$ cat src/rtl/div_param_pkg.sv
// div_param_pkg
// Shared definitions for the sequential divider in the multdiv unit.
//   - 2-bit FSM state encodings (IDLE/BUSY/FIXUP/DONE)
//   - exception-code convention shared with the multiplier
//   - helper that collapses an exception code to the single exception flag
package div_param_pkg;

  localparam logic [1:0] ST_IDLE  = 2'd0;
  localparam logic [1:0] ST_BUSY  = 2'd1;
  localparam logic [1:0] ST_FIXUP = 2'd2;
  localparam logic [1:0] ST_DONE  = 2'd3;

  // Exception codes as reported by the multdiv unit; the divider only
  // ever raises divide-by-zero or signed overflow.
  typedef enum logic [1:0] {
    EXC_NONE     = 2'd0,
    EXC_DIV_ZERO = 2'd1,
    EXC_OVERFLOW = 2'd2
  } exc_code_t;

  function automatic logic exc_flag(input exc_code_t code);
    return code != EXC_NONE;
  endfunction

endpackage

$ cat src/rtl/div_param_if.sv
// div_param_if
// Pipeline-side handshake bundle for the divider.
//   ctrl_DIV / ctrl_signed       : start request and signedness (master -> divider)
//   data_operandA / operandB     : dividend / divisor (master -> divider)
//   data_result / data_remainder : quotient / remainder (divider -> master)
//   data_exception               : divide-by-zero or signed overflow
//   data_resultRDY               : result valid, held until the next accepted start
interface div_param_if #(
  parameter int WIDTH = 32
);

  logic             ctrl_DIV;
  logic             ctrl_signed;
  logic [WIDTH-1:0] data_operandA;
  logic [WIDTH-1:0] data_operandB;
  logic [WIDTH-1:0] data_result;
  logic [WIDTH-1:0] data_remainder;
  logic             data_exception;
  logic             data_resultRDY;

  modport master (
    output ctrl_DIV, ctrl_signed, data_operandA, data_operandB,
    input  data_result, data_remainder, data_exception, data_resultRDY
  );

  modport slave (
    input  ctrl_DIV, ctrl_signed, data_operandA, data_operandB,
    output data_result, data_remainder, data_exception, data_resultRDY
  );

endinterface

$ cat src/rtl/div_param_negate.sv
// div_param_negate
// Conditional two's-complement block: result = negate ? -value : value.
// Used for operand magnitudes on entry and for sign restoration of the
// quotient and remainder on exit.
//   value  : input operand
//   negate : 1 selects the two's complement
//   result : value or its negation
module div_param_negate #(
  parameter int WIDTH = 32
) (
  input  logic [WIDTH-1:0] value,
  input  logic             negate,
  output logic [WIDTH-1:0] result
);

  assign result = negate ? -value : value;

endmodule

$ cat src/rtl/div_param.sv
// div_param
// Parametrised restoring divider, one quotient bit per clock.
// Signed (truncating, remainder follows dividend) or unsigned per operation.
//   clock : rising-edge clock
//   reset : synchronous active-high reset
//   bus   : div_param_if.slave handshake (start, operands, results, flags)
// Latency from acceptance to data_resultRDY is WIDTH+1 edges on the normal
// path and 1 edge for divide-by-zero / signed overflow.
module div_param
  import div_param_pkg::*;
#(
  parameter int WIDTH = 32,
  parameter int CNT_W = $clog2(WIDTH + 1)
) (
  input  logic         clock,
  input  logic         reset,
  div_param_if.slave   bus
);

  localparam logic [WIDTH-1:0] MIN_VAL  = {1'b1, {(WIDTH-1){1'b0}}};
  localparam logic [CNT_W-1:0] LAST_CNT = CNT_W'(WIDTH - 1);

  logic [1:0]       state;
  logic [CNT_W-1:0] count;
  logic             neg_q;
  logic             neg_r;
  exc_code_t        exc_code;
  logic [WIDTH-1:0] mag_b;
  logic [WIDTH-1:0] quo;
  logic [WIDTH-1:0] rem;

  logic             a_neg;
  logic             b_neg;
  logic             div_zero;
  logic             overflow;
  logic [WIDTH-1:0] abs_a;
  logic [WIDTH-1:0] abs_b;
  logic [WIDTH-1:0] q_out;
  logic [WIDTH-1:0] r_out;
  logic [WIDTH:0]   shifted;
  logic [WIDTH:0]   trial;

  assign a_neg    = bus.ctrl_signed & bus.data_operandA[WIDTH-1];
  assign b_neg    = bus.ctrl_signed & bus.data_operandB[WIDTH-1];
  assign div_zero = (bus.data_operandB == '0);
  assign overflow = bus.ctrl_signed & (bus.data_operandA == MIN_VAL) &
                    (bus.data_operandB == '1);

  div_param_negate #(.WIDTH(WIDTH)) u_abs_a (
    .value (bus.data_operandA),
    .negate(a_neg),
    .result(abs_a)
  );

  div_param_negate #(.WIDTH(WIDTH)) u_abs_b (
    .value (bus.data_operandB),
    .negate(b_neg),
    .result(abs_b)
  );

  div_param_negate #(.WIDTH(WIDTH)) u_neg_q (
    .value (quo),
    .negate(neg_q),
    .result(q_out)
  );

  div_param_negate #(.WIDTH(WIDTH)) u_neg_r (
    .value (rem),
    .negate(neg_r),
    .result(r_out)
  );

  // One restoring step: shift {R,Q} left and try subtracting |B| at WIDTH+1
  // bits. The stored remainder is always below |B|, so WIDTH bits hold it;
  // only the shifted value and the trial need the extra bit.
  assign shifted = {rem, quo[WIDTH-1]};
  assign trial   = shifted - {1'b0, mag_b};

  // Control FSM and datapath. Special cases preload the quotient/remainder
  // registers with their final values and take one FIXUP edge so that every
  // result leaves through the same output path with latency 1.
  always_ff @(posedge clock) begin
    if (reset) begin
      state              <= ST_IDLE;
      count              <= '0;
      neg_q              <= 1'b0;
      neg_r              <= 1'b0;
      exc_code           <= EXC_NONE;
      mag_b              <= '0;
      quo                <= '0;
      rem                <= '0;
      bus.data_result    <= '0;
      bus.data_remainder <= '0;
      bus.data_exception <= 1'b0;
      bus.data_resultRDY <= 1'b0;
    end else begin
      case (state)
        ST_IDLE, ST_DONE: begin
          if (bus.ctrl_DIV) begin
            bus.data_resultRDY <= 1'b0;
            count              <= '0;
            if (div_zero) begin
              quo      <= '0;
              rem      <= bus.data_operandA;
              neg_q    <= 1'b0;
              neg_r    <= 1'b0;
              exc_code <= EXC_DIV_ZERO;
              state    <= ST_FIXUP;
            end else if (overflow) begin
              quo      <= MIN_VAL;
              rem      <= '0;
              neg_q    <= 1'b0;
              neg_r    <= 1'b0;
              exc_code <= EXC_OVERFLOW;
              state    <= ST_FIXUP;
            end else begin
              quo      <= abs_a;
              mag_b    <= abs_b;
              rem      <= '0;
              neg_q    <= a_neg ^ b_neg;
              neg_r    <= a_neg;
              exc_code <= EXC_NONE;
              state    <= ST_BUSY;
            end
          end
        end
        ST_BUSY: begin
          if (!trial[WIDTH]) begin
            rem <= trial[WIDTH-1:0];
            quo <= {quo[WIDTH-2:0], 1'b1};
          end else begin
            rem <= shifted[WIDTH-1:0];
            quo <= {quo[WIDTH-2:0], 1'b0};
          end
          count <= count + CNT_W'(1);
          if (count == LAST_CNT) begin
            state <= ST_FIXUP;
          end
        end
        ST_FIXUP: begin
          bus.data_result    <= q_out;
          bus.data_remainder <= r_out;
          bus.data_exception <= exc_flag(exc_code);
          bus.data_resultRDY <= 1'b1;
          state              <= ST_DONE;
        end
        default: begin
          state <= ST_IDLE;
        end
      endcase
    end
  end

endmodule

$ cat src/flat_wrapper.sv
// flat-port wrapper written by rule: the top's interface ports become plain ports
module div_param_flat import div_param_pkg::*;
#(
  parameter int WIDTH = 32,
  parameter int CNT_W = $clog2(WIDTH + 1)
)
  (clock, reset, bus_ctrl_DIV, bus_ctrl_signed, bus_data_operandA, bus_data_operandB, bus_data_result, bus_data_remainder, bus_data_exception, bus_data_resultRDY);
  div_param_if #(.WIDTH(WIDTH)) bus_i ();
  input  logic clock;
  input  logic reset;
  input wire logic [$bits(bus_i.ctrl_DIV)-1:0] bus_ctrl_DIV;
  input wire logic [$bits(bus_i.ctrl_signed)-1:0] bus_ctrl_signed;
  input wire logic [$bits(bus_i.data_operandA)-1:0] bus_data_operandA;
  input wire logic [$bits(bus_i.data_operandB)-1:0] bus_data_operandB;
  output wire logic [$bits(bus_i.data_result)-1:0] bus_data_result;
  output wire logic [$bits(bus_i.data_remainder)-1:0] bus_data_remainder;
  output wire logic [$bits(bus_i.data_exception)-1:0] bus_data_exception;
  output wire logic [$bits(bus_i.data_resultRDY)-1:0] bus_data_resultRDY;
  assign bus_i.ctrl_DIV = bus_ctrl_DIV;
  assign bus_i.ctrl_signed = bus_ctrl_signed;
  assign bus_i.data_operandA = bus_data_operandA;
  assign bus_i.data_operandB = bus_data_operandB;
  assign bus_data_result = bus_i.data_result;
  assign bus_data_remainder = bus_i.data_remainder;
  assign bus_data_exception = bus_i.data_exception;
  assign bus_data_resultRDY = bus_i.data_resultRDY;
  div_param #(.WIDTH(WIDTH), .CNT_W(CNT_W)) u_core (.clock(clock), .reset(reset), .bus(bus_i));
endmodule
$ cat config.mk
export PLATFORM = sky130hd
export DESIGN_NAME = div_param_flat
export DESIGN_NICKNAME = d
export VERILOG_FILES = /design/src/rtl/div_param_pkg.sv /design/src/rtl/div_param_if.sv /design/src/rtl/div_param_negate.sv /design/src/rtl/div_param.sv /design/src/flat_wrapper.sv
export SDC_FILE = /design/constraint.sdc
export NUM_CORES = 1
export LEC_CHECK = 0
export ABC_CLOCK_PERIOD_IN_PS = 10000
export BUFFER_PORTS_ARGS = -buffer_cell sky130_fd_sc_hd__buf_4
export CAP_MARGIN = 20
export CORE_MARGIN = 3
export CORE_UTILIZATION = 24
export CTS_CLUSTER_DIAMETER = 80
export CTS_CLUSTER_SIZE = 30
export DETAILED_ROUTE_END_ITERATION = 8
export GPL_TIMING_DRIVEN = 0
export HOLD_SLACK_MARGIN = 0.15
export PLACE_DENSITY = 0.43
export REMOVE_ABC_BUFFERS = 1
export SLEW_MARGIN = 20
export SYNTH_ARGS = -nofsm -noshare
export SYNTH_HDL_FRONTEND = slang
export SYNTH_SLANG_ARGS = --single-unit
export TNS_END_PERCENT = 50
$ cat constraint.sdc
create_clock -name clock -period 10 [get_ports clock]
set_input_delay 1.5 -clock clock [delete_from_list [all_inputs] [get_ports clock]]
set_output_delay 1.5 -clock clock [all_outputs]
set_load 0.1 [all_outputs]
==> results of run 1 <==
[placed cells by master, fill, tap and decap left out, drive strengths merged, types with 19 or more instances in the layout]
master / count
a211oi: 115
a21o: 19
a21oi: 79
a221oi: 34
a22oi: 20
buf: 151
clkbuf: 21
dfxtp: 174
ha: 40
inv: 59
mux2: 19
mux2i: 19
nand2: 66
nand2b: 20
nor2: 216
nor3: 60
o21ai: 56
or3: 21
xnor2: 44
xor2: 101
[final timing paths]
path	end	slack [ns]
max	u_core.mag_b[1]	4.93
min	u_core.exc_code[1]	0.45
min reg2reg	u_core.exc_code[1]	0.45
max reg2reg	u_core.rem[4]	5.56
[worst min-delay path: stages, from the launching register on]
cell and delay, ns:
dfxtp_1 0.31, nand2_1 0.05, a21oi_1 0.05
[state kept, by name, summed over array words and instances (netlist names)]
register / count
u_core.bus.data_result: 32
u_core.state: 2
u_core.neg_q: 1
u_core.neg_r: 1
u_core.bus.data_remainder: 32
u_core.rem: 32
u_core.count: 6
u_core.bus.data_exception: 1
u_core.bus.data_resultRDY: 1
u_core.quo: 32
u_core.mag_b: 32
u_core.exc_code: 2
[layout make-up]
| cell class | instances | area [sq um] | share of cell area |
|---|---|---|---|
| Clock buffer | 21 | 480.5 | 0.03534 |
| Clock inverter | 11 | 128.9 | 0.009480 |
| Inverter | 56 | 210.2 | 0.01546 |
| Multi-Input combinational cell | 1097 | 7247 | 0.5331 |
| Sequential cell | 174 | 3485 | 0.2563 |
| Tap cell | 600 | 750.7 | 0.05522 |
| Timing Repair Buffer | 151 | 1292 | 0.09508 |
[per-stage QoR]
stage	std cells	hold WS (ns)	setup slack [ns]	util
floorplan	1327	0.4307	3.863	-
global route	2110	0.4713	4.691	0.2970
finish	2110	0.4546	4.929	0.2970
CTS	2110	0.4586	4.862	0.2969
global placement	2060	0.4484	0.6538	0.2755
detailed placement	2078	0.4493	4.395	0.2836
[metal layers]
| metal | share of wire | routed length (um) |
|---|---|---|
| met2 | 0.45 | 16390 |
| met1 | 0.49 | 17660 |
| met5 | 0 | 0 |
| met4 | 0.024 | 860 |
| met3 | 0.033 | 1210 |
[kinds of logic after synthesis]
kind of cell,synth area share
simple gates,0.2024
compound gates,0.2413
flops,0.3107
buf+inv,0.04988
xor+xnor,0.1133
fa+ha+maj,0.04642
mux,0.03605
==> reports/metrics.yaml, run 1 <==
timing:
  setup_tns_ns: 0
  finalSetupViolCount: 0
  relSlewSlack: 0.1515
  fin_crit_ns: 5.071
  tightest_slew_ns: 1.261
  drv_slew: 0
  finalCritPeriodShare: 0.5071
  final-hold-violation-count: 0
  rsz0062_at_grt: "false"
  skew_ns: 0.009708
  max_freq_mhz: 197.2
routing:
  vias: 10270
  drt-initial-drc-count: 548
  detail-route-antenna-nets: 0
  wl_per_cell_um: 17.12
  via_per_inst: 4.865
  wirelength_um: 36120
  firstDrtPassIters: 4
  drc: 0
grt:
  grt_pass1_wl_um: 57160
  grt_util_met3: 0.02529
  grt_pass1_vias: 9890
  use_met2: 0.2316
  grt.met1_usage: 0.1960
  top_usage_layer: "met2"
  antenna_found_initial: 0
  grt_max_degree: 108
  overflow: 0
  grtUsageTotal: 0.1446
floorplanning:
  die_x_um: 222.1
  design.core.area_sq_um: 45770
  initial_core_util: 0.2450
  ios: 134
  rows: 78
  fp.dieH_um: 222.1
  dieArea_sq_um: 49350
critical_path:
  setup.worst_path.start: "bus_data_operandA[10]"
  crit_family: "simple AND/OR/NAND/NOR gates"
  critPathCaptureType: "register"
  cp.required_ns: 10.39
  cp_slowest_stage_delay_ns: 0.69
  cp_slowest_cell: "nor3b_1"
  startpoint_type: "input port"
  path_max_fanout: 15
  crit_chain: "buf_4 > or3_1 > or3_1 > nor3_1 > nor3b_1 > and3_1 > nor3_2 > buf_4 > buf_4 > buf_4 > buf_4 > buf_4 > o211ai_1 > o21ai_0 > nor2_1"
  path_buf_inv: 6
  crit_arrival_ns: 5.46
  reg2reg_depth: 16
  r2r-start: "u_core.quo[31]"
  timing_worst_setup_path_type: "in2reg"
  cp.depth: 15
  crit_top_cell: "buf_4"
job:
  cap_violations: 0
min_path:
  min_from: "u_core.exc_code[1]"
  hp-class: "reg2reg"
  hold_depth: 2
synthesis:
  yosysTopAreaCellShare: 0.3107
  async_reset_ff_frac: 0
  synthTopCellsByArea: "dfxtp_1 31%, xor2_1 7.9%, a211oi_1 7.6%, nor2_1 7.2%, ha_1 4.5%"
  synth-warning-count: 0
  synth_edf_count: 0
  ys_ff_latch: 174
  synthTopCellsByCount: "216 x nor2_1, 174 x dfxtp_1, 114 x a211oi_1"
  ys_types: 59
  syn_inst: 1420
  synth-main-ff-cell: "dfxtp_1"
  yosys.area.top_type: "dfxtp_1"
  ys_seq_area_frac: 0.3107
  syn_avg_cell_area_sq_um: 7.896
  synth_area_sq_um: 11210
  synth.most_common_cell: "nor2_1"
clock_network:
  cts_tree: "built"
  ctsHoldBuffers: 0
  cts_setup_buffers: 0
  cts.sinks: 174
  cts_max_level: 4
  cts_resized: 0
  cts_buffer_depth: 2
  cts_buffers: 17
  clk_pin_slew_worst_paths_ns: 0.06
  cts-root-buf: "clkbuf_16"
  worstSkewPairLatency_ns: 0.45
finish:
  fillers: 4895
  diodes: 0
  design_area_sq_um: 13590
  fin_nets: 1606
  area_growth_pct: 21.25
  drive_gt1_frac: 0.1530
placement:
  numPortBuffers: 133
  place_area_sq_um: 12980
  gp_congestion: 0.8098
  dpl.hpwl_um: 27730
outcome:
  status: "finished clean"
Power of run 1 is not shown: default switching activity piles up to over one toggle a cycle in this logic, so the estimate is an artifact.
==> run 2: changes to the inputs <==
--- a/config.mk
+++ b/config.mk
@@ -5,7 +5,7 @@
 export SDC_FILE = /design/constraint.sdc
 export NUM_CORES = 1
 export LEC_CHECK = 0
-export ABC_CLOCK_PERIOD_IN_PS = 10000
+export ABC_CLOCK_PERIOD_IN_PS = 4230
 export BUFFER_PORTS_ARGS = -buffer_cell sky130_fd_sc_hd__buf_4
 export CAP_MARGIN = 20
 export CORE_MARGIN = 3
@@ -15,7 +15,7 @@
 export DETAILED_ROUTE_END_ITERATION = 8
 export GPL_TIMING_DRIVEN = 0
 export HOLD_SLACK_MARGIN = 0.15
-export PLACE_DENSITY = 0.43
+export PLACE_DENSITY = 0.44
 export REMOVE_ABC_BUFFERS = 1
 export SLEW_MARGIN = 20
 export SYNTH_ARGS = -nofsm -noshare
==> constraint.sdc (replaced) <==
create_clock -name clock -period 4.23 [get_ports clock]
set_input_delay 0.6345 -clock clock [delete_from_list [all_inputs] [get_ports clock]]
set_output_delay 0.6345 -clock clock [all_outputs]
set_load 0.1 [all_outputs]
==> reports/metrics.yaml, run 2 (synthesis gave the netlist of run 1 again) <==
floorplanning:
  fp.dieH_um: 222.1
  dieArea_sq_um: 49350
  rows: 78
  initial_core_util: 0.2450
  die_x_um: 222.1
  design.core.area_sq_um: 45770
  ios: 134
timing:
  holdWs_ns: 0.4702
  finalCritPeriodShare: 0.9089
  tightest_slew_ns: 1.026
  rsz0062_at_grt: "false"
  fin_crit_ns: 3.844
  max_freq_mhz: 260.1
  relSlewSlack: 0.3145
  skew_ns: 0.008612
  final-hold-violation-count: 0
  drv_slew: 0
  finalSetupViolCount: 0
critical_path:
  crit_chain: "inv_1 > ha_1 > fa_1 > nand2b_1 > a21oi_2 > o21ai_1 > a211oi_2 > nor3_2 > a21oi_1 > xnor2_2 > buf_8 > buf_6 > buf_6 > mux2_2 > a22oi_1 > a211oi_1"
  timing_worst_setup_path_type: "reg2reg"
  r2r-start: "u_core.quo[31]"
  critPathCaptureType: "register"
  crit_arrival_ns: 4.16
  startpoint_type: "register"
  cp_slowest_cell: "fa_1"
  rrSetupSlack_ns: 0.39
  cp_slowest_stage_delay_ns: 0.39
  path_max_fanout: 13
  crit_top_cell: "buf_6"
  r2r-end: "u_core.rem[6]"
  reg2reg_depth: 16
  cp.required_ns: 4.55
min_path:
  hp-class: "reg2reg"
  min_from: "u_core.mag_b[31]"
  min_to: "u_core.mag_b[31]"
  hold_depth: 2
finish:
  fin_nets: 1607
  diodes: 0
  drive_gt1_frac: 0.1553
  final_common_cell: "nor2_1"
  area_growth_pct: 21.84
  fillers: 4859
  mostFrequentLayoutCells: "215 x nor2_1, 173 x dfxtp_1, 140 x buf_4"
grt:
  overflow: 0
  grt_pass1_wl_um: 57280
  grt_max_degree: 94
  grt_pass1_vias: 10120
  grtUsageTotal: 0.1443
  antenna_found_initial: 0
clock_network:
  cts_tree: "built"
  cts_buffers: 17
  worstSkewPairLatency_ns: 0.45
  cts_max_level: 4
  clk_pin_slew_worst_paths_ns: 0.07
  cts_buffer_depth: 2
  cts.sinks: 174
  cts-root-buf: "clkbuf_16"
  ctsHoldBuffers: 0
placement:
  dpl.hpwl_um: 27730
  gp_congestion: 0.8030
  numPortBuffers: 133
job:
  cap_violations: 0
routing:
  via_per_inst: 4.841
  detail-route-antenna-nets: 0
  wl_per_cell_um: 17.07
  vias: 10200
  drc: 0
  drt-initial-drc-count: 573
  wirelength_um: 35960
  firstDrtPassIters: 5
outcome:
  status: "finished clean"
==> run 2: cell count changes in the layout (fill, tap and decap cells not counted), sizes merged <==
| cell | before | now |
|---|---|---|
| buf | 151 | 152 |
| clkinv | 4 | 2 |
| inv | 59 | 56 |
| bufinv | 2 | 4 |
| clkinvlp | 2 | 1 |
==> run 2: final cells by class <==
| class | count | area, sq um | share of cell area |
|---|---|---|---|
| inverter | 56 | 210.2 | 0.01539 |
| timing repair buffer | 152 | 1324 | 0.09690 |
| sequential | 174 | 3485 | 0.2551 |
| tap | 600 | 750.7 | 0.05496 |
| clock inverter | 7 | 137.6 | 0.01008 |
| multi-input combinational | 1097 | 7283 | 0.5332 |
| clock buffer | 21 | 470.5 | 0.03444 |
==> run 2: worst max-delay path by stage <==
| stage | slack [ns] | to | startpoint |
|---|---|---|---|
| after floorplan | -1.55 | u_core.count[5] | u_core.state[1] |
| after global placement | -5.01 | u_core.count[5] | u_core.state[1] |
| after detailed placement | -0.46 | u_core.mag_b[1] | bus_data_operandA[10] |
| after CTS | 0.009 | u_core.mag_b[1] | bus_data_operandA[10] |
| after global routing | 0.13 | u_core.rem[6] | u_core.quo[31] |
| final | 0.39 | u_core.rem[6] | u_core.quo[31] |
==> run 2: worst max-delay path, delay by kind of cell, from the launching register on <==
| kind | cells | cell delay, ns |
|---|---|---|
| adder cells (fa/ha/maj) | 2 | 0.68 |
| buffers and inverters | 4 | 0.72 |
| XOR/XNOR | 1 | 0.18 |
| multiplexers | 1 | 0.35 |
| flip-flops | 1 | 0.33 |
| AO/OA/AOI/OAI | 6 | 1.13 |
| AND/OR/NAND/NOR | 2 | 0.29 |
==> run 2: timing repair <==
| action | 4_1_cts | 5_1_grt |
|---|---|---|
| pin swaps | 1 | 0 |
| gates resized for setup | 0 | 8 |
| buffers inserted | 1 | 0 |
| endpoints found under the setup margin | 19 | 48 |
==> run 2: metal layers <==
| layer | up-vias | share of wire | global-route usage |
|---|---|---|---|
| li1 | 5316 | - | - |
| met1 | 4704 | 0.48 | 0.1901 |
| met2 | 153 | 0.47 | 0.2381 |
| met3 | 26 | 0.035 | 0.03058 |
| met4 | 0 | 0.015 | 0.04128 |
| met5 | - | 0 | 0 |
==> run 2: stage by stage <==
step           utilization  setup slack, ns  instance area [sq um]  setup TNS, ns  instances
5_1_grt             0.2985           0.1281                  13660              0       2107
4_1_cts             0.2975         0.009357                  13620              0       2107
2_1_floorplan            -           -1.550                  10860         -88.47       1327
3_3_place_gp        0.2755           -5.014                  12610        -394.08       2060
3_5_place_dp        0.2841          -0.4615                  13000         -9.239       2078
6_report            0.2985           0.3855                  13660              0       2107
Power of run 2 is left out for the same reason.
